<file path="src/rtl/zrb_spi_clk_ctrl_if.sv">
// zrb_spi_clk_ctrl_if: request/status bundle between the SPI clock controller, its requester and its clock generator.
interface zrb_spi_clk_ctrl_if;
    logic init_start;
    logic speed_full_req;
    logic cs_assert;
    logic xfer_req;
    logic gen_clk;
    logic gen_reset;
    logic gen_full_speed;
    logic cs_n;
    logic sclk_rise;
    logic sclk_fall;
    logic xfer_ack;
    logic init_done;
    logic busy;
    logic timeout_err;
    modport master (
        output init_start, speed_full_req, cs_assert, xfer_req, gen_clk,
        input  gen_reset, gen_full_speed, cs_n, sclk_rise, sclk_fall, xfer_ack, init_done, busy, timeout_err
    );
    modport slave (
        input  init_start, speed_full_req, cs_assert, xfer_req, gen_clk,
        output gen_reset, gen_full_speed, cs_n, sclk_rise, sclk_fall, xfer_ack, init_done, busy, timeout_err
    );
endinterface

</file>
<file path="src/rtl/zrb_spi_clk_ctrl.sv">
// zrb_spi_clk_ctrl: SPI SCLK sequencing for card init, speed switching and byte transfers.
// Define ZRB_SPI_CLK_CTRL_TIMEOUT_EN to add the stalled-generator watchdog.
module zrb_spi_clk_ctrl #(
    parameter int DUMMY_CLKS  = 80,
    parameter int BYTE_CLKS   = 8,
    parameter int TIMEOUT_CYC = 65535
) (
    input logic clk,
    input logic reset_n,
    zrb_spi_clk_ctrl_if.slave bus
);
    localparam int MAXC = DUMMY_CLKS > BYTE_CLKS ? DUMMY_CLKS : BYTE_CLKS;
    localparam int CW = $clog2(MAXC + 1);

    typedef enum logic [2:0] {IDLE, INIT, READY, XFER, SPDSW} state_t;

    state_t state_q, state_d;
    logic [CW-1:0] cnt_q, cnt_d, tgt;
    logic gen_clk_q, spd_q, spd_d;
    logic gen_reset_q, gen_reset_d, fs_q, fs_d, cs_n_q, cs_n_d;
    logic rise_q, rise_d, fall_q, fall_d, ack_q, ack_d;
    logic done_q, done_d, busy_q, busy_d, to_q, to_d;
    logic rise, fall, active, last_fall, spd_chg, to_hit;

    assign rise      = bus.gen_clk & ~gen_clk_q;
    assign fall      = ~bus.gen_clk & gen_clk_q;
    assign active    = state_q == INIT || state_q == XFER;
    assign tgt       = state_q == INIT ? CW'(DUMMY_CLKS) : CW'(BYTE_CLKS);
    assign last_fall = fall && cnt_q == tgt;
    assign spd_chg   = bus.speed_full_req != fs_q;

`ifdef ZRB_SPI_CLK_CTRL_TIMEOUT_EN
    localparam int WW = $clog2(TIMEOUT_CYC + 1);
    logic [WW-1:0] wd_q, wd_d;
    assign wd_d   = (active && !rise && !fall) ? wd_q + 1'b1 : '0;
    assign to_hit = wd_d == WW'(TIMEOUT_CYC);
    always_ff @(posedge clk or negedge reset_n)
        if (!reset_n) wd_q <= '0;
        else wd_q <= wd_d;
`else
    // never true; without the watchdog INIT/XFER wait for the generator indefinitely
    assign to_hit = TIMEOUT_CYC < 0;
`endif

    always_ff @(posedge clk or negedge reset_n)
        if (!reset_n) begin
            state_q     <= IDLE;
            cnt_q       <= '0;
            gen_clk_q   <= 1'b0;
            spd_q       <= 1'b0;
            gen_reset_q <= 1'b1;
            fs_q        <= 1'b0;
            cs_n_q      <= 1'b1;
            rise_q      <= 1'b0;
            fall_q      <= 1'b0;
            ack_q       <= 1'b0;
            done_q      <= 1'b0;
            busy_q      <= 1'b0;
            to_q        <= 1'b0;
        end else begin
            state_q     <= state_d;
            cnt_q       <= cnt_d;
            gen_clk_q   <= bus.gen_clk;
            spd_q       <= spd_d;
            gen_reset_q <= gen_reset_d;
            fs_q        <= fs_d;
            cs_n_q      <= cs_n_d;
            rise_q      <= rise_d;
            fall_q      <= fall_d;
            ack_q       <= ack_d;
            done_q      <= done_d;
            busy_q      <= busy_d;
            to_q        <= to_d;
        end

    always_comb begin
        state_d = state_q;
        case (state_q)
            IDLE:    state_d = bus.init_start ? INIT : IDLE;
            INIT:    state_d = to_hit ? IDLE : last_fall ? READY : INIT;
            READY:   state_d = bus.init_start ? INIT : spd_chg ? SPDSW : bus.xfer_req ? XFER : READY;
            XFER:    state_d = to_hit ? IDLE : last_fall ? READY : XFER;
            SPDSW:   state_d = spd_q ? READY : SPDSW;
            default: state_d = IDLE;
        endcase
    end

    always_comb begin
        gen_reset_d = gen_reset_q;
        fs_d        = fs_q;
        cs_n_d      = cs_n_q;
        done_d      = done_q;
        cnt_d       = cnt_q;
        spd_d       = 1'b0;
        ack_d       = 1'b0;
        rise_d      = rise & active;
        fall_d      = fall & active;
        to_d        = to_hit;
        busy_d      = state_d != IDLE && state_d != READY;
        case (state_q)
            IDLE: begin
                gen_reset_d = ~bus.init_start;
                cs_n_d      = 1'b1;
                fs_d        = 1'b0;
                cnt_d       = '0;
            end
            INIT, XFER: begin
                cnt_d  = (rise && cnt_q != tgt) ? cnt_q + 1'b1 : cnt_q;
                cs_n_d = state_q == XFER ? ~bus.cs_assert : 1'b1;
                if (last_fall) begin
                    gen_reset_d = 1'b1;
                    done_d      = done_q | (state_q == INIT);
                    ack_d       = state_q == XFER;
                end
                if (to_hit) begin
                    gen_reset_d = 1'b1;
                    cs_n_d      = 1'b1;
                    done_d      = 1'b0;
                end
            end
            READY: begin
                gen_reset_d = 1'b1;
                cs_n_d      = ~bus.cs_assert;
                if (bus.init_start) begin
                    gen_reset_d = 1'b0;
                    cs_n_d      = 1'b1;
                    done_d      = 1'b0;
                    fs_d        = 1'b0;
                    cnt_d       = '0;
                end else if (spd_chg) begin
                    // speed only moves while the generator is held in reset
                    fs_d = bus.speed_full_req;
                end else if (bus.xfer_req) begin
                    gen_reset_d = 1'b0;
                    cnt_d       = '0;
                end
            end
            SPDSW: begin
                gen_reset_d = 1'b1;
                spd_d       = ~spd_q;
            end
            default: gen_reset_d = 1'b1;
        endcase
    end

    assign bus.gen_reset      = gen_reset_q;
    assign bus.gen_full_speed = fs_q;
    assign bus.cs_n           = cs_n_q;
    assign bus.sclk_rise      = rise_q;
    assign bus.sclk_fall      = fall_q;
    assign bus.xfer_ack       = ack_q;
    assign bus.init_done      = done_q;
    assign bus.busy           = busy_q;
    assign bus.timeout_err    = to_q;
endmodule

</file>
<file path="src/flat_wrapper.sv">
// flat-port wrapper written by rule: the top's interface ports become plain ports
module zrb_spi_clk_ctrl_flat 
#(
    parameter int DUMMY_CLKS  = 80,
    parameter int BYTE_CLKS   = 8,
    parameter int TIMEOUT_CYC = 65535
)
  (clk, reset_n, bus_init_start, bus_speed_full_req, bus_cs_assert, bus_xfer_req, bus_gen_clk, bus_gen_reset, bus_gen_full_speed, bus_cs_n, bus_sclk_rise, bus_sclk_fall, bus_xfer_ack, bus_init_done, bus_busy, bus_timeout_err);
  zrb_spi_clk_ctrl_if bus_i ();
  input logic clk;
  input logic reset_n;
  input wire logic [$bits(bus_i.init_start)-1:0] bus_init_start;
  input wire logic [$bits(bus_i.speed_full_req)-1:0] bus_speed_full_req;
  input wire logic [$bits(bus_i.cs_assert)-1:0] bus_cs_assert;
  input wire logic [$bits(bus_i.xfer_req)-1:0] bus_xfer_req;
  input wire logic [$bits(bus_i.gen_clk)-1:0] bus_gen_clk;
  output wire logic [$bits(bus_i.gen_reset)-1:0] bus_gen_reset;
  output wire logic [$bits(bus_i.gen_full_speed)-1:0] bus_gen_full_speed;
  output wire logic [$bits(bus_i.cs_n)-1:0] bus_cs_n;
  output wire logic [$bits(bus_i.sclk_rise)-1:0] bus_sclk_rise;
  output wire logic [$bits(bus_i.sclk_fall)-1:0] bus_sclk_fall;
  output wire logic [$bits(bus_i.xfer_ack)-1:0] bus_xfer_ack;
  output wire logic [$bits(bus_i.init_done)-1:0] bus_init_done;
  output wire logic [$bits(bus_i.busy)-1:0] bus_busy;
  output wire logic [$bits(bus_i.timeout_err)-1:0] bus_timeout_err;
  assign bus_i.init_start = bus_init_start;
  assign bus_i.speed_full_req = bus_speed_full_req;
  assign bus_i.cs_assert = bus_cs_assert;
  assign bus_i.xfer_req = bus_xfer_req;
  assign bus_i.gen_clk = bus_gen_clk;
  assign bus_gen_reset = bus_i.gen_reset;
  assign bus_gen_full_speed = bus_i.gen_full_speed;
  assign bus_cs_n = bus_i.cs_n;
  assign bus_sclk_rise = bus_i.sclk_rise;
  assign bus_sclk_fall = bus_i.sclk_fall;
  assign bus_xfer_ack = bus_i.xfer_ack;
  assign bus_init_done = bus_i.init_done;
  assign bus_busy = bus_i.busy;
  assign bus_timeout_err = bus_i.timeout_err;
  zrb_spi_clk_ctrl #(.DUMMY_CLKS(DUMMY_CLKS), .BYTE_CLKS(BYTE_CLKS), .TIMEOUT_CYC(TIMEOUT_CYC)) u_core (.clk(clk), .reset_n(reset_n), .bus(bus_i));
endmodule
</file>
<file path="config.mk">
export PLATFORM = sky130hd
export DESIGN_NAME = zrb_spi_clk_ctrl_flat
export DESIGN_NICKNAME = d
export VERILOG_FILES = /design/src/rtl/zrb_spi_clk_ctrl_if.sv /design/src/rtl/zrb_spi_clk_ctrl.sv /design/src/flat_wrapper.sv
export SDC_FILE = /design/constraint.sdc
export NUM_CORES = 1
export LEC_CHECK = 0
export BUFFER_PORTS_ARGS = -buffer_cell sky130_fd_sc_hd__buf_4
export CORE_AREA = 5 5 53 55
export CTS_BUF_LIST = sky130_fd_sc_hd__clkbuf_2 sky130_fd_sc_hd__clkbuf_4 sky130_fd_sc_hd__clkbuf_8
export DETAILED_ROUTE_END_ITERATION = 6
export DIE_AREA = 0 0 58 60
export PLACE_DENSITY = 0.78
export SETUP_SLACK_MARGIN = 0.2
export SYNTH_ARGS = -nofsm -noshare
export SYNTH_HDL_FRONTEND = slang
export SYNTH_SLANG_ARGS = --single-unit
</file>
<file path="constraint.sdc">
create_clock -name clk -period 4.88 [get_ports clk]
set_input_delay 0.244 -clock clk [delete_from_list [all_inputs] [get_ports clk]]
set_output_delay 0.244 -clock clk [all_outputs]
set_load 0.02 [all_outputs]
</file>
==> out/metrics.cfg, run 1 <==
[run_status]
status = completed

[cts]
cts.sinks = 20
cts-root-buf = clkbuf_4
clkLatencyLatePin_ps = 310
post_cts_resized = 0
clkTransAtPathRegs_ps = 110
numCtsBuffers = 3
postCtsHoldBufs = 1
cts_max_path_buffers = 2
htreeDepth = 1
cts_tree = done
post_cts_buffers = 0

[global_route]
grt_pass1_wl_um = 3970
grt_max_degree = 21
grt_pass1_vias = 849
grt_overflow_total = 0
grt_util_all_layers_pct = 15.3
antenna_found_initial = 0

[logic_synthesis]
synth_common_cells = dfrtp_1, a21oi_1, o21ai_0, inv_1, nor2_1
synth_flop_cell = dfrtp_1
synth.area.top_cells = dfrtp_1, dfstp_2, a21oi_1, o21ai_0, nor3b_4
avgSynthCellArea_um2 = 10.1
synth_edf_count = 0
synth_top_cell_by_area = dfrtp_1
yosysMostFrequentCell = dfrtp_1
synth_top_area_share_pct = 41.1
synth_cell_types = 41
netlist_area_um2 = 1100
synth_cells = 109
ys_ff_latch = 20
ys_warn_count = 0
synthesis.nets = 118
synthArstFlopShare_pct = 100
ys_seq_area_share_pct = 45.9

[sta]
tightest_slew_ps = 546
hold_violations = 0
period_share_pct = 36.8
slew_violations = 0
fin_crit_ps = 1790
relSlewSlack_pct = 63.3
rsz0062_at_grt = false
max_freq_mhz = 557
setup_viol = 0
clock_skew_ps = 2.83
tns_ps = 0

[final_layout]
final_area_um2 = 1270
final_nets = 133
nFillCells = 219
drive_gt1_share_pct = 23.6
area_delta_synth_final_pct = 15.5
n_antenna_cell = 0
largest_register_ffs = 7
top_regs = u_core.cnt_q x7, u_core.state_q x3
regMostFlops = u_core.cnt_q

[floorplan]
dieArea_um2 = 3480
rows = 18
core_area_um2 = 2340
io_pins = 16
initial_utilization_pct = 46.8
die_w_um = 58
die_h_um = 60

[placement]
dpl_cell_area_um2 = 1200
gp_congestion = 0.828
post-dp-hpwl_um = 1710
port_buffers = 14

[power]
leakage_nw = 0.545
internal_power_mw = 0.314
power_mw = 0.449
p_per_area_nw_per_um2 = 355
combPwrFrac_pct = 23.0
ir_drop_v = 0.000220
swShare_pct = 30.1
p_clk_share_pct = 30.2
switchingPower_mw = 0.135
p_seq_share_pct = 46.8

[min_path]
hold_start = bus_gen_clk
hp-class = input pin to flip-flop
whs_endpoint = u_core.gen_clk_q$_DFF_PN0_
hold-path-cell-count = 1

[setup_path]
crit_path_max_incr_delay_ps = 560
critPathSlowestCell = dfrtp_1
cp.depth = 4
rrSetupSlack_ps = 3090
reg2reg_to = u_core.cnt_q[6]$_DFFE_PN0P_
path_max_fanout = 11
reg2regPathDepth = 4
cp-end-kind = flip-flop
critPathArrivalTime_ps = 2030
critPathTopFamily = simple AND/OR/NAND/NOR gates
worst-setup-path-type = flip-flop to flip-flop
start_kind = flip-flop
crit-reg2reg-launch = u_core.state_q[2]$_DFF_PN0_
cp_num_buf_inv = 0
worstPathCellList = nor3b_4 > nand4_1 > or4_1 > o21ai_1
crit_required_ps = 5110

[route]
antenna_left = 0
drc = 0
dr.first_iter.drc_count = 32
avgViaCountPerCell = 5.67
wire_per_inst_um = 15.2
firstDrtPassIters = 5
wl_um = 2330
via_count = 867

[job]
maxCapViolations = 0

[kinds of logic (layout without fill, tap and decap cells)]
group | Yosys count | after routing | synth area share (%)
and+or+nand+nor | 37 | 37 | 21.9
AOI/OAI and AO/OA | 33 | 33 | 19.2
DFF | 20 | 20 | 45.9
buffers and inverters | 12 | 26 | 5.59
muxes | 3 | 3 | 4.00
adders and majority gates | 2 | 2 | 2.28
other | 1 | 1 | 0.342
xor gates and xnor gates | 1 | 1 | 0.799
[how the worst max path moves through the flow]
stage	from	endpoint	slack, ps
after detailed placement	u_core.state_q[0]$_DFF_PN0_	u_core.bus.busy$_DFF_PN0_	3130
after global routing	u_core.state_q[2]$_DFF_PN0_	u_core.cnt_q[6]$_DFFE_PN0P_	2980
after global placement	u_core.state_q[0]$_DFF_PN0_	u_core.bus.busy$_DFF_PN0_	3210
after floorplan	u_core.state_q[2]$_DFF_PN0_	u_core.bus.busy$_DFF_PN0_	3290
final	u_core.state_q[2]$_DFF_PN0_	u_core.cnt_q[6]$_DFFE_PN0P_	3090
after CTS	u_core.state_q[2]$_DFF_PN0_	u_core.cnt_q[6]$_DFFE_PN0P_	3120
[final cells by class]
class                      instances  area, um^2  area share, %
inverter                           7        26.3           2.08
multi-input combinational         77         532           42.0
clock inverter                     1        30.0           2.37
timing repair buffer              15         115           9.09
sequential                        20         503           39.7
clock buffer                       3        22.5           1.78
tap                               30        37.5           2.96
[metrics by stage]
stage	worst slack, ps	hold slack [ps]	instances	utilization [%]
5_1_grt	2980	53.5	153	54.1
2_1_floorplan	3290	-51.6	109	-
6_report	3090	68.1	153	54.1
4_1_cts	3120	65.6	153	54.1
3_5_place_dp	3130	134	148	51.4
3_3_place_gp	3210	133	148	51.4
[metal layers]
metal | routed length, um | vias up | share of wire (%) | GRT usage (%)
met1 | 976 | 405 | 42 | 18.6
li1 | - | 419 | - | -
met4 | 91 | 0 | 3.9 | 10.3
met2 | 1120 | 33 | 48 | 24.5
met3 | 136 | 10 | 5.8 | 2.81
met5 | 0 | - | 0 | 0
[worst reg2reg max path, stage by stage (launching register included)]
cell and delay, ps:
dfrtp_1 560, nor3b_4 370, nand4_1 200, or4_1 500
o21ai_1 100
[power by group through the flow]
stage | combinational (mW) | sequential, mW | clock, mW
after floorplan | 0.0683 | 0.212 | 0
after global placement | 0.0989 | 0.210 | 0
after global routing | 0.117 | 0.213 | 0.146
final | 0.103 | 0.210 | 0.136
after detailed placement | 0.102 | 0.212 | 0
after CTS | 0.104 | 0.209 | 0.137
[placed cells by master (no fill, tap or decap), types with 3 or more instances in the layout]
cell | netlist | layout
a21oi_1 | 10 | 10
nand3_1 | 4 | 4
clkbuf_4 | 0 | 3
dfrtp_1 | 18 | 18
inv_1 | 7 | 7
nor2_1 | 6 | 6
o21ai_0 | 10 | 10
nand2_1 | 5 | 5
nand2b_1 | 4 | 4
buf_4 | 2 | 14
Note: power is estimated with default switching activity, not from simulation.
==> inputs of run 2 (changes only) <==
Settings changed: ABC_AREA from default to 1, PLACE_DENSITY 0.78 to 0.77.
Clock period 4.88 ns to 1.7 ns, I/O delays scaled along.
==> run 2 against run 1 <==
Global-route usage is 0.16 points lower. Area after synthesis is 0.46% lower. Routed wire length is 6.9% higher. Critical path depth is 5 higher. Sequential cell count stayed put. Clock skew is 3.5 ps higher. Sequential share of layout area is 4.0 points lower. First-iteration DRC count is 25% lower. Final area is 13% higher. Clock power is 99% higher. Power grew to 4.0 times the previous value.
==> out/metrics.cfg, run 2 <==
[setup_path]
worstPathCellList = inv_2 > ha_4 > nor3b_4 > nand3_2 > nand2_2 > nand2_4 > nand2_8 > nand2_1 > nand2_1  ; was nor3b_4 > nand4_1 > or4_1 > o21ai_1
reg2regPathDepth = 9  ; was 4
cp_num_buf_inv = 1  ; was 0
reg2reg_to = u_core.cnt_q[4]$_DFFE_PN0P_  ; was u_core.cnt_q[6]$_DFFE_PN0P_
cp-end-kind = flip-flop  ; unchanged
crit-reg2reg-launch = u_core.cnt_q[0]$_DFFE_PN0P_  ; was u_core.state_q[2]$_DFF_PN0_
start_kind = flip-flop  ; unchanged
critPathArrivalTime_ps = 1690  ; was 2030 ps
worst-setup-path-type = flip-flop to flip-flop  ; unchanged
critPathSlowestCell = dfrtp_2  ; was dfrtp_1
setup.worst_path.start = u_core.cnt_q[0]$_DFFE_PN0P_  ; was u_core.state_q[2]$_DFF_PN0_
crit_required_ps = 1940  ; was 5110 ps
crit_path_max_incr_delay_ps = 460  ; was 560 ps
rrSetupSlack_ps = 250  ; was 3090 ps
path_max_fanout = 8  ; was 11
critPathTopFamily = simple AND/OR/NAND/NOR gates  ; unchanged
crit_path_frequent_cell = nand2_1

[sta]
rsz0062_at_grt = true  ; was false
clock_skew_ps = 6.35  ; was 2.83 ps
setup_viol = 0  ; unchanged
fin_crit_ps = 1450  ; was 1790 ps
max_freq_mhz = 692  ; was 557 MHz
slew_violations = 0  ; unchanged
period_share_pct = 85.1  ; was 36.8%
hold_violations = 0  ; unchanged
tns_ps = 0  ; unchanged

[route]
via_count = 958  ; was 867
wire_per_inst_um = 13.0  ; was 15.2 um
firstDrtPassIters = 5  ; unchanged
wl_um = 2490  ; was 2330 um
antenna_left = 0  ; unchanged
drc = 0  ; unchanged
dr.first_iter.drc_count = 24  ; was 32
avgViaCountPerCell = 4.99  ; was 5.67

[final_layout]
final-seq-area_um2 = 509  ; was 503 um^2
n_antenna_cell = 0  ; unchanged
top_regs = u_core.cnt_q x7, u_core.state_q x3  ; unchanged
drive_gt1_share_pct = 33.3  ; was 23.6%
nFillCells = 202  ; was 219
final_nets = 172  ; was 133
mostFrequentLayoutCells = nand2_1, nand3_1, inv_1  ; was dfrtp_1, buf_4, a21oi_1, o21ai_0, inv_1
multiInputGateArea_um2 = 577  ; was 532 um^2
final_common_cell = nand2_1  ; was dfrtp_1
regMostFlops = u_core.cnt_q  ; unchanged
largest_register_ffs = 7  ; unchanged
area_delta_synth_final_pct = 30.6  ; was 15.5%

[cts]
cts_max_path_buffers = 2  ; unchanged
numCtsBuffers = 3  ; unchanged
clkLatencyLatePin_ps = 300  ; was 310 ps
clkTransAtPathRegs_ps = 100  ; was 110 ps
cts_tree = done  ; unchanged
cts.sinks = 20  ; unchanged
cts-root-buf = clkbuf_4  ; unchanged
htreeDepth = 1  ; unchanged

[floorplan]
initial_utilization_pct = 46.6  ; was 46.8%
io_pins = 16  ; unchanged
dieArea_um2 = 3480  ; unchanged
die_h_um = 60  ; unchanged
core_area_um2 = 2340  ; unchanged
rows = 18  ; unchanged
die_w_um = 58  ; unchanged

[logic_synthesis]
synth_flop_cell = dfrtp_1  ; unchanged
synth_top_cell_by_area = dfrtp_1  ; unchanged
synth_cell_types = 28  ; was 41
ys_ff_latch = 20  ; unchanged
synth_edf_count = 0  ; unchanged
avgSynthCellArea_um2 = 7.85  ; was 10.1 um^2
synthArstFlopShare_pct = 100  ; unchanged
synth_common_cells = nand2_1, inv_1, nand3_1, dfrtp_1, nor2_1  ; was dfrtp_1, a21oi_1, o21ai_0, inv_1, nor2_1
netlist_area_um2 = 1090  ; was 1100 um^2
synth.area.top_cells = dfrtp_1, nand2_1, nand3_1, inv_1, dfstp_2  ; was dfrtp_1, dfstp_2, a21oi_1, o21ai_0, nor3b_4
yosysMostFrequentCell = nand2_1  ; was dfrtp_1
synth_top_area_share_pct = 41.3  ; was 41.1%
synth_cells = 139  ; was 109
synthesis.nets = 148  ; was 118
ys_warn_count = 0  ; unchanged
ys_seq_area_share_pct = 46.1  ; was 45.9%

[power]
ir_drop_v = 0.000833  ; was 0.000220 V
p_per_area_nw_per_um2 = 1270  ; was 355 nW/um^2
power_mw = 1.82  ; was 0.449 mW
leakage_nw = 0.705  ; was 0.545 nW

[global_route]
grt_pass1_vias = 932  ; was 849
antenna_found_initial = 0  ; unchanged
grt_pass1_wl_um = 4010  ; was 3970 um
grt_max_degree = 21  ; unchanged
grt_util_all_layers_pct = 15.1  ; was 15.3%
grt_overflow_total = 0  ; unchanged

[run_status]
status = completed  ; unchanged

[min_path]
hp-class = input pin to flip-flop  ; unchanged
whs_endpoint = u_core.bus.cs_n$_DFFE_PN1P_  ; was u_core.gen_clk_q$_DFF_PN0_
hold_start = bus_cs_assert  ; was bus_gen_clk
hold-path-cell-count = 3  ; was 1

[placement]
post-dp-hpwl_um = 1700  ; was 1710 um
gp_congestion = 0.825  ; was 0.828
port_buffers = 14  ; unchanged

[job]
maxCapViolations = 0  ; unchanged

-- run 2: repair_timing --
action	CTS	global route
endpoints found under the hold margin	23	0
pin swaps	0	9
setup endpoints to repair	7	10
gates resized for setup	4	23
hold buffers	3	0
setup buffers	0	4
-- run 2: power breakdown --
part           switching, mW  total, mW  internal, mW
clock                  0.140      0.271         0.131
sequential             0.140      0.733         0.594
combinational          0.457      0.811         0.354
total                  0.737       1.81          1.08
-- run 2: worst min-delay path, delay by kind of cell --
kind / cells / cell delay [ps]
AOI/OAI and AO/OA: 1 / 180
buffers and inverters: 1 / 80
and+or+nand+nor: 1 / 70
-- run 2: kinds of logic (layout without fill, tap and decap cells) --
kind of cell    after synthesis  in the layout  synth area share [%]
simple gates                 80             80                  34.6
buf+inv                      24             47                  8.72
flops                        20             20                  46.1
compound gates               11             11                  7.11
fa+ha+maj                     2              2                  2.29
other cells                   1              1                 0.344
xor+xnor                      1              1                 0.803
-- run 2: metal layers --
layer | track usage, % | vias up | routed length (um)
met3 | 4.32 | 2 | 109
met1 | 16.4 | 439 | 985
met5 | 0 | - | 0
met2 | 27.7 | 27 | 1380
met4 | 5.63 | 0 | 11
li1 | - | 490 | -
-- run 2: layout make-up --
class,count,area share [%]
well taps,30,2.63
repair buffers,21,12.5
clock buffers,4,2.55
flip-flops and latches,20,35.7
multi-input cells,95,40.5
inverters,22,6.15
-- run 2: through the flow --
stage	setup slack (ps)	util (%)	hold slack [ps]	std cells	area [um^2]
2_1_floorplan	320	-	-211	139	1090
3_3_place_gp	186	52.1	-25.6	181	1220
3_5_place_dp	167	52.1	-21.7	181	1220
4_1_cts	204	55.6	98.0	188	1300
5_1_grt	166	60.8	114	192	1430
6_report	254	60.8	110	192	1430
-- run 2: worst max path at each step --
stage	cells after the start	endpoint	slack (ps)
after detailed placement	10	u_core.cnt_q[4]$_DFFE_PN0P_	170
after global placement	10	u_core.cnt_q[2]$_DFFE_PN0P_	190
after floorplan	6	u_core.cnt_q[0]$_DFFE_PN0P_	320
after CTS	10	u_core.cnt_q[4]$_DFFE_PN0P_	200
after global routing	9	u_core.cnt_q[2]$_DFFE_PN0P_	170
final	9	u_core.cnt_q[4]$_DFFE_PN0P_	250
